### config.mk
export PLATFORM = sky130hd
export DESIGN_NAME = button_debouncer
export DESIGN_NICKNAME = d
export VERILOG_FILES = /design/src/rtl/button_pkg.sv /design/src/rtl/sync_2ff.sv /design/src/rtl/button_debouncer.sv
export SDC_FILE = /design/constraint.sdc
export NUM_CORES = 1
export LEC_CHECK = 0
export CORE_UTILIZATION = 46
export CTS_CLUSTER_DIAMETER = 120
export DETAILED_ROUTE_END_ITERATION = 8
export HOLD_SLACK_MARGIN = 0.15
export PLACE_DENSITY = 0.62
export SYNTH_ARGS = -nofsm -noshare
export SYNTH_HDL_FRONTEND = slang
export SYNTH_SLANG_ARGS = --single-unit
### constraint.sdc
create_clock -name clock -period 7.3 [get_ports clock]
set_clock_uncertainty 0.2 [all_clocks]
set_input_delay 1.46 -clock clock [delete_from_list [all_inputs] [get_ports clock]]
set_output_delay 1.46 -clock clock [all_outputs]
set_load 0.05 [all_outputs]
### src/rtl/button_pkg.sv
// Shared definitions for the push-button debouncer: FSM state encoding and
// default timing parameters (cycle counts at a 50 MHz clock).
package button_pkg;

  typedef enum logic [1:0] {
    IDLE        = 2'b00,
    PRESS_CHK   = 2'b01,
    HELD        = 2'b10,
    RELEASE_CHK = 2'b11
  } state_t;

  localparam int unsigned DEBOUNCE_CYCLES_DEF = 32'd500_000;    // 10 ms
  localparam int unsigned REPEAT_DELAY_DEF    = 32'd25_000_000; // 500 ms
  localparam int unsigned REPEAT_PERIOD_DEF   = 32'd15_000_000; // 300 ms

endpackage

### src/rtl/sync_2ff.sv
// Two-flop synchronizer for a single asynchronous input bit; the reset value
// lets the caller choose the "inactive" level seen while in reset.
module sync_2ff #(
  parameter logic RESET_VAL = 1'b0
) (
  input  logic clock,
  input  logic reset,
  input  logic d,
  output logic q
);

  logic meta;

  // NOTE: sequential state always uses non-blocking assignments so every flop
  // samples the pre-edge value of its neighbours, regardless of statement order.
  always_ff @(posedge clock or posedge reset) begin
    if (reset) begin
      meta <= RESET_VAL;
      q    <= RESET_VAL;
    end else begin
      meta <= d;
      q    <= meta;
    end
  end

endmodule

### src/rtl/button_debouncer.sv
// Debounces an active-low push-button and produces a held level plus press,
// auto-repeat and release strobes, all driven straight from flops.
module button_debouncer
  import button_pkg::*;
#(
  parameter int unsigned DEBOUNCE_CYCLES = DEBOUNCE_CYCLES_DEF,
  parameter int unsigned REPEAT_DELAY    = REPEAT_DELAY_DEF,
  parameter int unsigned REPEAT_PERIOD   = REPEAT_PERIOD_DEF,
  parameter bit          REPEAT_EN       = 1'b1
) (
  input  logic clock,
  input  logic reset,
  input  logic botao,
  output logic pressed,
  output logic press_pulse,
  output logic repeat_pulse,
  output logic release_pulse
);

  localparam logic [31:0] DEB_LAST       = 32'(DEBOUNCE_CYCLES - 1);
  localparam logic [31:0] REP_FIRST_LAST = 32'(REPEAT_DELAY - 1);
  localparam logic [31:0] REP_NEXT_LAST  = 32'(REPEAT_PERIOD - 1);

  logic        botao_sync;
  logic        s;
  state_t      state_q, state_d;
  logic [31:0] deb_q, deb_d;
  logic [31:0] rep_q, rep_d;
  logic        first_q, first_d;
  logic        pressed_d, press_d, repeat_d, release_d;

  // Reset to 1 so the button reads as released while reset is applied.
  sync_2ff #(.RESET_VAL(1'b1)) u_sync (
    .clock (clock),
    .reset (reset),
    .d     (botao),
    .q     (botao_sync)
  );

  assign s = ~botao_sync;

  // NOTE: every signal written here gets a default first, so no path through
  // the case statement can leave one unassigned and infer a latch.
  always_comb begin
    state_d   = state_q;
    deb_d     = deb_q;
    rep_d     = rep_q;
    first_d   = first_q;
    press_d   = 1'b0;
    repeat_d  = 1'b0;
    release_d = 1'b0;
    unique case (state_q)
      IDLE: begin
        if (s) begin
          state_d = PRESS_CHK;
          deb_d   = '0;
        end
      end
      PRESS_CHK: begin
        if (!s) begin
          state_d = IDLE;
        end else if (deb_q == DEB_LAST) begin
          state_d = HELD;
          press_d = 1'b1;
          rep_d   = '0;
          first_d = 1'b1;
        end else begin
          deb_d = deb_q + 32'd1;
        end
      end
      HELD: begin
        if (!s) begin
          state_d = RELEASE_CHK;
          deb_d   = '0;
        end else if (rep_q == (first_q ? REP_FIRST_LAST : REP_NEXT_LAST)) begin
          repeat_d = REPEAT_EN;
          rep_d    = '0;
          first_d  = 1'b0;
        end else begin
          rep_d = rep_q + 32'd1;
        end
      end
      RELEASE_CHK: begin
        // A short glitch returns to HELD with the repeat timing untouched.
        if (s) begin
          state_d = HELD;
          deb_d   = '0;
        end else if (deb_q == DEB_LAST) begin
          state_d   = IDLE;
          release_d = 1'b1;
        end else begin
          deb_d = deb_q + 32'd1;
        end
      end
      default: state_d = IDLE;
    endcase
    pressed_d = (state_d == HELD) || (state_d == RELEASE_CHK);
  end

  always_ff @(posedge clock or posedge reset) begin
    if (reset) begin
      state_q       <= IDLE;
      deb_q         <= '0;
      rep_q         <= '0;
      first_q       <= 1'b1;
      pressed       <= 1'b0;
      press_pulse   <= 1'b0;
      repeat_pulse  <= 1'b0;
      release_pulse <= 1'b0;
    end else begin
      state_q       <= state_d;
      deb_q         <= deb_d;
      rep_q         <= rep_d;
      first_q       <= first_d;
      pressed       <= pressed_d;
      press_pulse   <= press_d;
      repeat_pulse  <= repeat_d;
      release_pulse <= release_d;
    end
  end

endmodule

# Word-level counts from Yosys, hierarchy flattened

Cells that the tools add are included.

Muxes and demuxes: 32
Equal/unequal tests: 13
Add/subtract/negate cells: 2
Reduce and logical (&&, ||, !) cells: 6

Operator list:

| cell                                                  | count |
|---|---|
| 2-to-1 mux 32 bit                                     | 9 |
| one-hot mux 32 bit (4 select lines)                   | 1 |
| adder 32 x 1 -> 32 bit, second input constant         | 2 |
| one-hot mux 32 bit (2 select lines)                   | 1 |
| equality test 32 x 19 -> 1 bit, second input constant | 1 |
| equality test 32 x 25 -> 1 bit                        | 1 |
| 2-to-1 mux 25 bit                                     | 1 |
| 2-to-1 mux 1 bit                                      | 12 |
| 2-to-1 mux 2 bit                                      | 6 |
| inequality test 2 bit, second input constant          | 5 |
| equality test 2 bit, second input constant            | 4 |
| one-hot mux 2 bit (4 select lines)                    | 1 |
| AND reduction 5 bit                                   | 1 |
| AND reduction 4 bit                                   | 1 |
| AND reduction 3 bit                                   | 1 |
| equality test 2 x 1 -> 1 bit, second input constant   | 1 |
| logical NOT 2 bit                                     | 1 |
| inequality test 2 x 1 -> 1 bit, second input constant | 1 |
| one-hot mux 1 bit (2 select lines)                    | 1 |
| nonzero test 2 bit                                    | 1 |
| logical OR 1 bit                                      | 1 |

Flip-flop bits (word level): 73
Output and inout bits: 4
Logic and storage cells: 63
Input port bits: 3

# Depth between registers and ports, before layout

Gate-level depths: netlist of the first run.

Word-level depth: 6
Mapped depth: 9
Depth with buffers taken out: 7

# By module

From an unflattened synthesis of the first run, not the netlist that was laid out.

Cell total of the unflattened synthesis: 462
Area, all modules: 4147.7 µm²

Modules (own cells, without submodules):

| module           | cells each | area an instance (µm²) | sequential area each (µm²) | times used |
|---|---|---|---|---|
| button_debouncer | 459        | 4091.4                 | 1778.0                     | 1 |
| sync_2ff         | 3          | 56.3                   | 52.6                       | 1 |

# Worst setup path after synthesis of the first run

Ideal clock, no wire load.

Path type: flip-flop to flip-flop
From: register deb_q[20]
To: register rep_q[30]
Data required time: 7022 ps
Path slack: 4650 ps
Stages on the path, launching flop included: 7
Path buffers: 0
Arrival: 2372 ps
Setup time: 78 ps
Clock period less this slack: 2650 ps
Path through: dfrtp_1 -> or4_1 -> or4_4 -> nor2_4 -> a21oi_2 -> or4_1 -> a21oi_1

Longest elaborated chain between the ends: 3

Ends and longest elaborated chain:

| element                                | line                    | RTL |
|---|---|---|
| start: declaration                     | button_debouncer.sv:27  | `logic [31:0] deb_q, deb_d;` |
| start signal: assignment               | button_debouncer.sv:103 | `deb_q <= '0;` |
| start signal: assignment               | button_debouncer.sv:112 | `deb_q <= deb_d;` |
| equality test 32 x 19 -> 1 bit         | button_debouncer.sv:62  | `end else if (deb_q == DEB_LAST) begin` |
| inequality test 2 bit (no source line) | n/a                     |  |
| AND reduction 4 bit (no source line)   | n/a                     |  |
| end signal: assignment                 | button_debouncer.sv:113 | `rep_q <= rep_d;` |
| end: declaration                       | button_debouncer.sv:28  | `logic [31:0] rep_q, rep_d;` |

No other way between the ends.
A chain may end at the register's enable or synchronous reset.

# Worst setup path after layout of the first run

Ends and elaborated chain as after synthesis.

==> impl_metrics.toml, run 1 <==
[critical_path]
cpMaxStageDelayCell = "or4_1"
worstSetupStartpointType = "flop"
path_class = "reg -> reg"
crit_fanout = 26
path_cells = "or4_1 > or4_4 > nor2_4 > a21oi_2 > or4_1 > a21oi_1"
cp_top_family = "simple AND/OR/NAND/NOR gates"
worst-path-buf-inv = 0
crit_required_ns = 7.37
max_stage_delay_ns = 0.59
path_common_cell = "or4_1"
cp-end-kind = "flop"
crit_arrival_ns = 3.55

[routing]
post-route-drc-count = 0
ant_nets = 0
routedWlPerCell_um = 16.50
wirelength_mm = 9.604
drt_iter0_drc = 167
routed-via-count = 3578
firstDrtPassIters = 5
routed_via_density = 6.148

[global_route]
grtUsageMet2_pct = 37.43
grtUsageMet3_pct = 4.335
grt_use_met1_pct = 27.22
overflow = 0
grt_pass1_vias = 3512
track_usage_pct = 21.75
grt_max_degree = 74
antenna_found_initial = 0
top_usage_layer = "met2"
grt_pass1_wl_mm = 16.76

[yosys]
ys_top_cells_by_count = "dfrtp_1, nor2_1, nand2_1, nand3_1, xnor2_1"
synth_top_family_by_area = "simple AND/OR/NAND/NOR gates"
syn-num-nets = 477
synth_compound_area_share_pct = 14.65
ys_seq_elements = 73
synth_area_sq_um = 4125
ys_seq_area_share_pct = 44.37
syn_inst = 472
yosys-mux-area-fraction_pct = 1.486
yosysWarnings = 0
synth-simple-area-share_pct = 30.06
yosysTopAreaCell = "dfrtp_1"
synthAdderAreaFrac_pct = 0.6066
yosys.area_share.xor_xnor_pct = 5.096
postSynth.asyncResetShare_pct = 100.0
yosysMostFrequentCell = "dfrtp_1"
synth_top_area_share_pct = 42.46
synthTopCellsByArea = "dfrtp_1, xnor2_1, nor2_1"
synth_cell_types = 52
synth-edff-count = 0
ys.flop_type = "dfrtp_1"
synth.avg_cell_area_sq_um = 8.740

[die]
dieArea_sq_um = 9351
io_pins = 7
num_rows = 34
die_x_um = 96.70
die_h_um = 96.70
start_util_pct = 47.30
core_sq_um = 8721

[clock_tree]
cts_resized = 0
post_cts_buffers = 0
clockBufferDepth = 2
clock_sinks = 73
ctsHtreeMaxLevel = 3
ctsHoldBuffers = 0
path_clk_slew_ns = 0.08
cts_buffers = 9
cts.root.buffer_cell = "clkbuf_8"
tritoncts = "built"
clock_latency_ns = 0.34

[placed_design]
placed_cells = 566
port_buffers = 6
dp_hpwl_mm = 6.405
place_congestion = 0.8141

[sta]
rsz0062_at_grt = "no"
max_clock_freq_mhz = 287.7
fin_setup_tns_ns = 0
slew_headroom_pct = 27.94
worstMarginPinSlew_ns = 1.077
post-route-period-util_pct = 47.61
hold_viol = 0
slew_viol_final = 0
setup_viol_count_final = 0
finalCriticalPeriod_ns = 3.476

[layout]
finalNonFillerCells = 582
drive_gt1_share_pct = 6.118
nNetsFinal = 474
syn_to_final_growth_pct = 7.583
diodes = 0
n_fill_cell = 807

[power]
p_per_area_nw_per_um2 = 166.3
pwr-share-clk_pct = 39.1
internal_power_mw = 0.5607
power_frac_seq_pct = 56.7
p_leak_nw = 1.741
power.share.combinational_pct = 4.2
switching_power_mw = 0.1776
switching_share_pct = 24.06
vdd.ir_drop.worst_uv = 108.6

[job]
drv_cap = 0

[min_path]
hp-class = "reg -> reg"

[run_status]
outcome = "completed"
-- per-layer routing --
metal / part of all wire (%) / vias to the layer above / routed length [um]
met4: 1.5 / 0 / 146
met1: 45 / 1739 / 4352
met5: 0 / - / 0
met2: 50 / 74 / 4810
met3: 3.1 / 16 / 295
li1: - / 1749 / -
-- cells by family after synthesis --
family          count (synthesis)
mux                             6
fa+ha+maj                       2
flops                          73
compound gates                 88
xor+xnor                       24
buf+inv                        41
simple gates                  238
-- worst paths after layout --
check | startpoint | end | slack [ns] | depth (start not counted)
worst max-delay path | deb_q[20]$_DFFE_PP0P_ | rep_q[30]$_DFFE_PP0P_ | 3.82 | 6
worst min-delay path | u_sync.meta$_DFF_PP1_ | u_sync.q$_DFF_PP1_ | 0.16 | 0
worst max register to register | deb_q[20]$_DFFE_PP0P_ | rep_q[30]$_DFFE_PP0P_ | 3.82 | 6
worst min register to register | u_sync.meta$_DFF_PP1_ | u_sync.q$_DFF_PP1_ | 0.16 | 0
max in group asynchronous | reset | deb_q[10]$_DFFE_PP0P_ | 4.77 | 3
min in group asynchronous | reset | rep_q[27]$_DFFE_PP0P_ | 1.50 | 3
-- flip-flops by register name, summed over array words and instances, names as in the netlist --
name           cells
deb_q             32
rep_q             32
state_q            2
first_q            1
press_pulse        1
pressed            1
release_pulse      1
repeat_pulse       1
u_sync.meta        1
u_sync.q           1
-- cells in the final DEF, fill, tap and decap left out, types with 5 or more instances in the layout --
| cell type | n |
|---|---|
| a21o_1 | 5 |
| nand2_1 | 46 |
| xnor2_1 | 24 |
| or3_1 | 7 |
| o31ai_1 | 6 |
| and3_1 | 7 |
| a31oi_1 | 20 |
| o21ai_1 | 7 |
| dfrtp_1 | 70 |
| mux2i_1 | 5 |
| nor4_1 | 23 |
| clkbuf_8 | 11 |
| nor3_1 | 17 |
| nand3_1 | 32 |
| nor2_1 | 55 |
| o211ai_1 | 6 |
| clkdlybuf4s50_1 | 6 |
| a21oi_1 | 14 |
| nand4_1 | 19 |
| nor4b_1 | 7 |
| o41ai_1 | 6 |
| inv_1 | 16 |
| or4_1 | 5 |
-- metrics by stage --
step           hold slack, ns  utilization (%)  power (mW)  instance area (sq um)  setup WS (ns)
2_1_floorplan          0.1452                -      0.4481                   4125          3.792
3_3_place_gp           0.1456            48.90      0.4573                   4264          3.885
3_5_place_dp           0.1473            48.90      0.4583                   4264          3.848
4_1_cts                0.1585            50.89      0.7472                   4438          3.829
5_1_grt                0.1612            50.89      0.7696                   4438          3.610
6_report               0.1566            50.89      0.7383                   4438          3.824
-- cell type report --
cell class	instances	area (sq um)	share of cell area, %
clock inverters	3	15.01	0.3383
inverters	17	63.81	1.438
flip-flops and latches	73	1831	41.25
clock buffers	13	158.9	3.580
well taps	108	135.1	3.045
multi-input cells	358	2145	48.32
repair buffers	10	90.09	2.030
-- power groups by stage --
stage | combinational (mW) | sequential, mW | clock (mW)
2_1_floorplan | 0.0252 | 0.423 | 0
3_3_place_gp | 0.0315 | 0.426 | 0
3_5_place_dp | 0.0322 | 0.426 | 0
4_1_cts | 0.0323 | 0.418 | 0.297
5_1_grt | 0.0363 | 0.419 | 0.314
6_report | 0.0312 | 0.418 | 0.289
Power figures use the tool's default switching activity.
==> inputs of run 2 (changes only) <==
- PLACE_DENSITY: 0.62 -> 0.64
- clock period: 7.3 -> 3.15 ns (I/O delays scaled with it)
==> run 2 against run 1 <==
Sequential cell count is the same. Count of clock-buffer cells in the layout shrank 2. Cell count grew 1.9%. Combinational power grew to 2.5 times the previous value. Global-route usage grew 1.2 points. Maximum frequency grew 20%. Total power grew to 2.7 times the previous value. Sequential power grew 130%. Register-to-register slack lost 3.6 ns. Critical endpoint is now rep_q[21]$_DFFE_PP0P_. Critical path type unchanged.
==> impl_metrics.toml, run 2 (same netlist as run 1, synthesis figures left out) <==
[run_status]
outcome = "completed"

[clock_tree]
cts_buffers = 9
clock_latency_ns = 0.35
ctsHoldBuffers = 0
clock_sinks = 73
clockBufferDepth = 2
tritoncts = "built"
post_cts_buffers = 0
ctsHtreeMaxLevel = 3
path_clk_slew_ns = 0.08
cts.root.buffer_cell = "clkbuf_8"
cts_resized = 0

[sta]
fin_setup_tns_ns = 0
setup_viol_count_final = 0
hold_viol = 0
slew_viol_final = 0
worstMarginPinSlew_ns = 1.055
finalCriticalPeriod_ns = 2.892
setup_ws_ns = 0.2578
post-route-period-util_pct = 91.82
max_clock_freq_mhz = 345.8
slew_headroom_pct = 29.44
rsz0062_at_grt = "no"

[power]
p_leak_nw = 1.831
vdd.ir_drop.worst_uv = 278.8
p_per_area_nw_per_um2 = 434.0

[routing]
routed-via-count = 3601
routedWlPerCell_um = 16.88
wirelength_mm = 10.01
firstDrtPassIters = 4
post-route-drc-count = 0
ant_nets = 0
routed_via_density = 6.073
drt_iter0_drc = 204

[critical_path]
r2r_cells = 8
cpMaxStageDelayCell = "nor2_1"
crit_arrival_ns = 2.95
cp-end-kind = "flop"
crit_required_ns = 3.21
max_stage_delay_ns = 0.80
crit_fanout = 14
path_cells = "ha_1 > and3_1 > nand4b_1 > a2111oi_2 > buf_4 > nor2_1 > nand2_1 > o31ai_1"
path_class = "reg -> reg"
worstSetupStartpointType = "flop"

[global_route]
antenna_found_initial = 0
grt_max_degree = 36
overflow = 0
grt_pass1_wl_mm = 17.57
grt_pass1_vias = 3696
track_usage_pct = 22.92

[placed_design]
dp_hpwl_mm = 6.969
port_buffers = 6
dpl_worst_slack_ns = 0.2997
place_congestion = 0.8580

[layout]
mostFrequentLayoutCells = "dfrtp_1, nor2_1, nand2_1"
multiInputGateArea_sq_um = 2145
regArea_sq_um = 1831
post-route-util_pct = 52.96
reg_top3 = "deb_q x32, rep_q x32, state_q x2"
layout_commonest_cell = "dfrtp_1"
diodes = 0
drive_gt1_share_pct = 8.247
n_fill_cell = 820
syn_to_final_growth_pct = 11.95
nNetsFinal = 485

[die]
dieArea_sq_um = 9351
num_rows = 34
io_pins = 7
start_util_pct = 47.30
core_sq_um = 8721
die_x_um = 96.70
die_h_um = 96.70

[job]
drv_cap = 0

[min_path]
hold_depth = 0
hp-class = "reg -> reg"
[run 2: final timing paths]
kind	slack, ns	to	startpoint
min in group asynchronous	0.43	rep_q[25]$_DFFE_PP0P_	reset
min reg2reg	0.16	u_sync.q$_DFF_PP1_	u_sync.meta$_DFF_PP1_
min	0.16	u_sync.q$_DFF_PP1_	u_sync.meta$_DFF_PP1_
max reg2reg	0.26	rep_q[21]$_DFFE_PP0P_	rep_q[0]$_DFFE_PP0P_
max	0.26	rep_q[21]$_DFFE_PP0P_	rep_q[0]$_DFFE_PP0P_
max in group asynchronous	1.62	first_q$_DFFE_PP1P_	reset
[run 2: per-stage QoR]
| stage | cell area [sq um] | power [mW] | hold slack, ns | cells |
|---|---|---|---|---|
| after floorplan | 4125 | 1.038 | 0.1452 | 472 |
| after global placement | 4359 | 1.066 | 0.1476 | 577 |
| after detailed placement | 4359 | 1.068 | 0.1475 | 577 |
| after CTS | 4618 | 2.029 | 0.1591 | 593 |
| after global routing | 4618 | 2.075 | 0.1626 | 593 |
| final | 4618 | 2.004 | 0.1578 | 593 |
[run 2: worst max-delay path, delay by kind of cell, from the launching register on]
| family | cells | cell delay [ns] |
|---|---|---|
| DFF | 1 | 0.43 |
| buffers and inverters | 1 | 0.18 |
| and+or+nand+nor | 4 | 1.40 |
| AOI/OAI and AO/OA | 2 | 0.35 |
| adders and majority gates | 1 | 0.25 |
[run 2: where the power goes]
group | switching, mW | total (mW) | leakage, nW | internal (mW)
Sequential | 0.0182 | 0.970 | 1.00 | 0.951
Combinational | 0.0522 | 0.0783 | 0.703 | 0.0261
Clock | 0.349 | 0.957 | 0.124 | 0.607
[run 2: area by class of cell]
cell class                 instances  share of cell area (%)
multi-input combinational        358                   46.44
sequential                        73                   39.64
timing repair buffer              21                   4.010
tap                              108                   2.926
clock buffer                      11                   2.845
clock inverter                     5                   2.763
inverter                          17                   1.382
[run 2: layer usage]
layer | global-route usage (%) | wire, um
met2 | 38.73 | 4859
met1 | 28.90 | 4558
met4 | 8.266 | 203
met3 | 4.913 | 386
met5 | 0 | 0
